## src/rtl/jtgng_sdram_slots.sv

```systemverilog
`default_nettype none
// ============================================================================
// jtgng_sdram_slots : round-robin ROM read arbiter for the shared SDRAM port
// Rev 1.0
// ============================================================================
module jtgng_sdram_slots #(
  parameter int SLOTS = 4,
  parameter int AW    = 22,
  parameter int DW    = 32
) (
  input  logic                clk,
  input  logic                rst,
  input  logic                downloading,
  input  logic [SLOTS-1:0]    slot_req,
  input  logic [SLOTS*AW-1:0] slot_addr,
  output logic [SLOTS-1:0]    slot_ok,
  output logic [DW-1:0]       slot_dout,
  output logic                sdram_req,
  output logic [AW-1:0]       sdram_addr,
  input  logic                sdram_ack,
  input  logic                sdram_rdy,
  input  logic [DW-1:0]       data_read,
  input  logic                refresh_req,
  output logic                autorefresh,
  output logic                busy
);

  localparam int               GW       = $clog2(SLOTS);
  localparam logic [GW-1:0]    LAST_IDX = GW'(SLOTS - 1);
  localparam logic [SLOTS-1:0] ONE_HOT0 = SLOTS'(1);

  typedef enum logic [1:0] {
    IDLE  = 2'd0,
    ISSUE = 2'd1,
    WAIT  = 2'd2,
    DONE  = 2'd3
  } state_t;

  state_t        state, next_state;
  logic [GW-1:0] last, grant, pick, idx;
  logic          found, do_grant, do_refresh, ref_flag;
  logic [AW-1:0] addr_arr [SLOTS];

  for (genvar i = 0; i < SLOTS; i++) begin : g_unpack
    assign addr_arr[i] = slot_addr[i*AW +: AW];
  end

  // Search starts one past the last winner; explicit wrap keeps non-power-of-two counts correct
  always_comb begin
    pick  = last;
    found = 1'b0;
    idx   = last;
    for (int k = 0; k < SLOTS; k++) begin
      idx = (idx == LAST_IDX) ? '0 : idx + GW'(1);
      if (!found && slot_req[idx]) begin
        pick  = idx;
        found = 1'b1;
      end
    end
  end

  always_comb begin
    next_state = state;
    do_grant   = 1'b0;
    do_refresh = 1'b0;
    case (state)
      IDLE: begin
        if (refresh_req && !ref_flag) begin
          do_refresh = 1'b1;
        end else if (!downloading && found) begin
          do_grant   = 1'b1;
          next_state = ISSUE;
        end else if (refresh_req) begin
          do_refresh = 1'b1;
        end
      end
      ISSUE:   if (sdram_ack) next_state = WAIT;
      WAIT:    if (sdram_rdy) next_state = DONE;
      DONE:    next_state = IDLE;
      default: next_state = IDLE;
    endcase
  end

  always_ff @(posedge clk) begin
    if (rst) state <= IDLE;
    else     state <= next_state;
  end

  always_ff @(posedge clk) begin
    if (rst) begin
      last        <= LAST_IDX;
      grant       <= '0;
      ref_flag    <= 1'b0;
      sdram_req   <= 1'b0;
      sdram_addr  <= '0;
      slot_ok     <= '0;
      slot_dout   <= '0;
      autorefresh <= 1'b0;
      busy        <= 1'b0;
    end else begin
      busy        <= (next_state != IDLE);
      autorefresh <= do_refresh;
      slot_ok     <= '0;
      // Alternation flag only tracks IDLE decisions, so it survives a transaction
      if (state == IDLE) ref_flag <= do_refresh;
      if (do_grant) begin
        grant      <= pick;
        last       <= pick;
        sdram_addr <= addr_arr[pick];
        sdram_req  <= 1'b1;
      end
      if (state == ISSUE && sdram_ack) sdram_req <= 1'b0;
      if (state == WAIT && sdram_rdy) begin
        slot_dout <= data_read;
        slot_ok   <= ONE_HOT0 << grant;
      end
    end
  end

endmodule
`default_nettype wire
```

## config.mk

```make
export PLATFORM = sky130hd
export DESIGN_NAME = jtgng_sdram_slots
export DESIGN_NICKNAME = d
export VERILOG_FILES = /design/src/rtl/jtgng_sdram_slots.sv
export SDC_FILE = /design/constraint.sdc
export NUM_CORES = 1
export LEC_CHECK = 0
export BUFFER_PORTS_ARGS = -buffer_cell sky130_fd_sc_hd__buf_2
export CORE_MARGIN = 2
export CORE_UTILIZATION = 43
export DETAILED_ROUTE_END_ITERATION = 10
export HOLD_SLACK_MARGIN = 0.05
export PLACE_DENSITY = 0.86
export SLEW_MARGIN = 30
export SYNTH_ARGS = -nofsm -noshare
export SYNTH_HDL_FRONTEND = slang
export SYNTH_SLANG_ARGS = --single-unit
```

## constraint.sdc

```tcl
create_clock -name clk -period 4.1 [get_ports clk]
set_input_delay 0.41 -clock clk [delete_from_list [all_inputs] [get_ports clk]]
set_output_delay 0.41 -clock clk [all_outputs]
set_load 0.02 [all_outputs]
```

==> metrics.csv <==
stage;metric;value;unit
grt;number of global-route vias before repair;3102;
cells_and_area;Sequential Area;1360;µm²
clocking;clock net sink count;68;
route;met1 WL;3750;µm
flow_run;max_cap viols;0;
yosys;fraction of registers with async set/reset;0;%
timing;Final Max Tran Viols;0;
yosys;Post-Syn Nets;500;
route;antenna viol nets, final;0;
floorplan;starting density of the core;44.3;%
timing;max frequency;286;MHz
clocking;CTS Buf Count;9;
timing;RSZ-0062 raised after global routing;no;
grt;Total GRT Usage;21.2;%
clocking;Worst-Skew Late Latency;340;ps
timing;Slew Limit Headroom;44.7;%
route;DRT Wirelength;9140;µm
placed_design;placed insts;631;
grt;global-route wire length before repair;14300;µm
cells_and_area;Non-Filler Instances;647;
cells_and_area;Layout area overhead;35.3;%
clocking;H-tree depth;3;
floorplan;Rows;31;
power_and_ir_drop;Leak Pwr;2.18;nW
power_and_ir_drop;Power Density;422;nW/µm²
floorplan;I/O pins;191;
route;drt drc;0;
yosys;Post-synth EDFFs;0;
route;Initial DRC Count;98;
min_path;Min-Delay Path Class;input pin to register;
power_and_ir_drop;Max rail drop VDD;0.000317;V
route;WL met3;465;µm
clocking;# Post-CTS Setup Buffers;0;
timing;clk_skew;11.8;ps
floorplan;Horiz. Die Dim;90.5;µm
placed_design;Detailed Place HPWL;6970;µm
grt;grt ovf;0;
timing;worst slew pin tran;830;ps
route;routed wl met2;4760;µm
clocking;post-cts sizing count;0;
route;wire per inst;14.1;µm
setup_path;crit path max fanout;24;
clocking;CTS tree;built;
status;status;completed;
setup_path;CP endpoint kind;register;
yosys;Seq cells post-synth;68;
grt;initial antenna violation count;0;
placed_design;routability cong.;0.877;
timing;worst hold slack;276;ps
setup_path;Worst EP arrival;3690;ps
cells_and_area;n_diodes;0;
floorplan;placeable core area;7250;µm²
timing;final setup TNS;0;ps
timing;min cycle time layout;3490;ps
timing;final setup vio count;0;
route;drt pass-1 iters;4;
cells_and_area;final layout net count;674;
yosys;mapped cell area;3220;µm²
floorplan;Die Ht;90.5;µm
placed_design;IO buf count;190;
setup_path;WS Path Type;register to register;
clocking;Worst-path clk slew;80;ps
yosys;YS warnings;0;
cells_and_area;area of the multi-input gates;1680;µm²
yosys;Cells after Synth;369;
setup_path;crit start category;register;
route;Vias;3312;
cells_and_area;layout cells sized above 1;40.3;%
timing;Final Hold Violating Endpoints;0;
setup_path;critical path required time;4300;ps
yosys;Distinct cells, synth;46;
yosys;ys flop type;dfxtp_1;
route;Top Layer Used;met4;
yosys;Syn Area/Cell;8.71;µm²
yosys;Seq/Total Area, Yosys;42.3;%
clocking;clk buf depth;2;
clocking;CTS root buf;clkbuf_8;
grt;largest net degree at the start of global routing;48;
timing;Final Cycle Share;85.2;%
cells_and_area;fillcell total;666;
route;via/cell ratio;5.12;
clocking;cts hold-fix bufs;0;
floorplan;Die ar.;8190;µm²
## worst max-delay path: stages, from the launching register on
cell and delay, ps:
dfxtp_1 340, ha_1 600, xor2_1 380, mux2i_1 380, a22o_1 190, o32a_2 610
buf_4 480, mux2i_1 240, o221ai_1 130
## final cells by class
type | count | area share, %
multi-input cells | 267 | 38.5
flip-flops and latches | 68 | 31.3
repair buffers | 194 | 22.5
clock buffers | 9 | 2.85
well taps | 99 | 2.85
clock inverters | 7 | 1.73
inverters | 3 | 0.259
## Yosys cell counts, types with 2 or more instances
library cell / count / share of area, %
a211o_1: 2 / 0.54
a211oi_1: 2 / 0.47
a21oi_1: 39 / 6.1
a31oi_1: 2 / 0.39
and3_1: 3 / 0.58
buf_2: 3 / 0.47
buf_6: 7 / 2.5
clkbuf_1: 20 / 2.3
dfxtp_1: 68 / 42
inv_1: 3 / 0.35
mux2_2: 2 / 0.70
mux2i_1: 46 / 14
nand2_1: 91 / 11
nand2b_1: 5 / 0.97
nand3_1: 2 / 0.31
nand3b_1: 2 / 0.47
nor2_1: 17 / 2.0
nor3b_1: 2 / 0.47
nor4_1: 2 / 0.39
o211ai_1: 2 / 0.47
o221ai_1: 21 / 5.7
or2_2: 4 / 0.78
## metrics by stage
step           util, %  power [W]  setup slack, ps  instance area (µm²)
2_1_floorplan        -    0.00117             1470                 3220
3_3_place_gp      57.2    0.00128              855                 4150
3_5_place_dp      57.3    0.00130              657                 4150
4_1_cts           60.0    0.00185              642                 4350
5_1_grt           60.0    0.00193              365                 4350
6_report          60.0    0.00184              607                 4350
## flip-flops by register name, summed over array words and instances (netlist names)
name / cells
grant: 2
ref_flag: 1
last: 2
busy: 1
sdram_req: 1
state: 2
autorefresh: 1
slot_dout: 32
sdram_addr: 22
slot_ok: 4
## worst paths after layout
kind | from | end | slack [ps] | depth (start not counted)
max reg2reg | last[1]$_SDFFE_PP1P_ | sdram_addr[5]$_SDFFE_PP0P_ | 610 | 8
min | sdram_ack | sdram_req$_SDFFE_PP0P_ | 280 | 2
max | last[1]$_SDFFE_PP1P_ | sdram_addr[5]$_SDFFE_PP0P_ | 610 | 8
min reg2reg | slot_dout[26]$_SDFFE_PP0P_ | slot_dout[26]$_SDFFE_PP0P_ | 450 | 2
## layer usage
metal  vias to the layer above  GRT usage, %
li1                       1655             -
met2                        85          36.8
met3                        14          4.17
met5                         -             0
met1                      1558          25.7
met4                         0          8.72
## power by group
group / leakage (nW) / internal (W) / switching (W) / total [W]
Sequential: 0.553 / 0.000710 / 0.0000281 / 0.000738
Clock: 0.0923 / 0.000284 / 0.000271 / 0.000554
Combinational: 1.53 / 0.000244 / 0.000300 / 0.000544
## cells in the final DEF, fill, tap and decap left out, types with 2 or more instances in the layout
master      instances
or2_2               4
clkbuf_8            9
inv_1               3
a211o_1             2
buf_2             190
nor3b_1             2
a21oi_1            39
nand2_1            91
nand3b_1            2
and3_1              3
nand2b_1            5
buf_4               4
nor2_1             16
dfxtp_1            68
a31oi_1             2
o221ai_1           21
inv_6               2
o211ai_1            2
nor4_1              2
nand3_1             2
mux2i_1            46
clkinvlp_4          3
a211oi_1            2
mux2_2              2
## cell families after synthesis
family / Yosys count / share of synthesized area (%)
adders and majority gates: 1 / 0.389
muxes: 49 / 15.7
xor gates and xnor gates: 1 / 0.272
AOI/OAI and AO/OA: 80 / 16.9
buffers and inverters: 34 / 5.84
and+or+nand+nor: 136 / 18.6
DFF: 68 / 42.3
No activity file was read; power rests on OpenSTA's default activity.
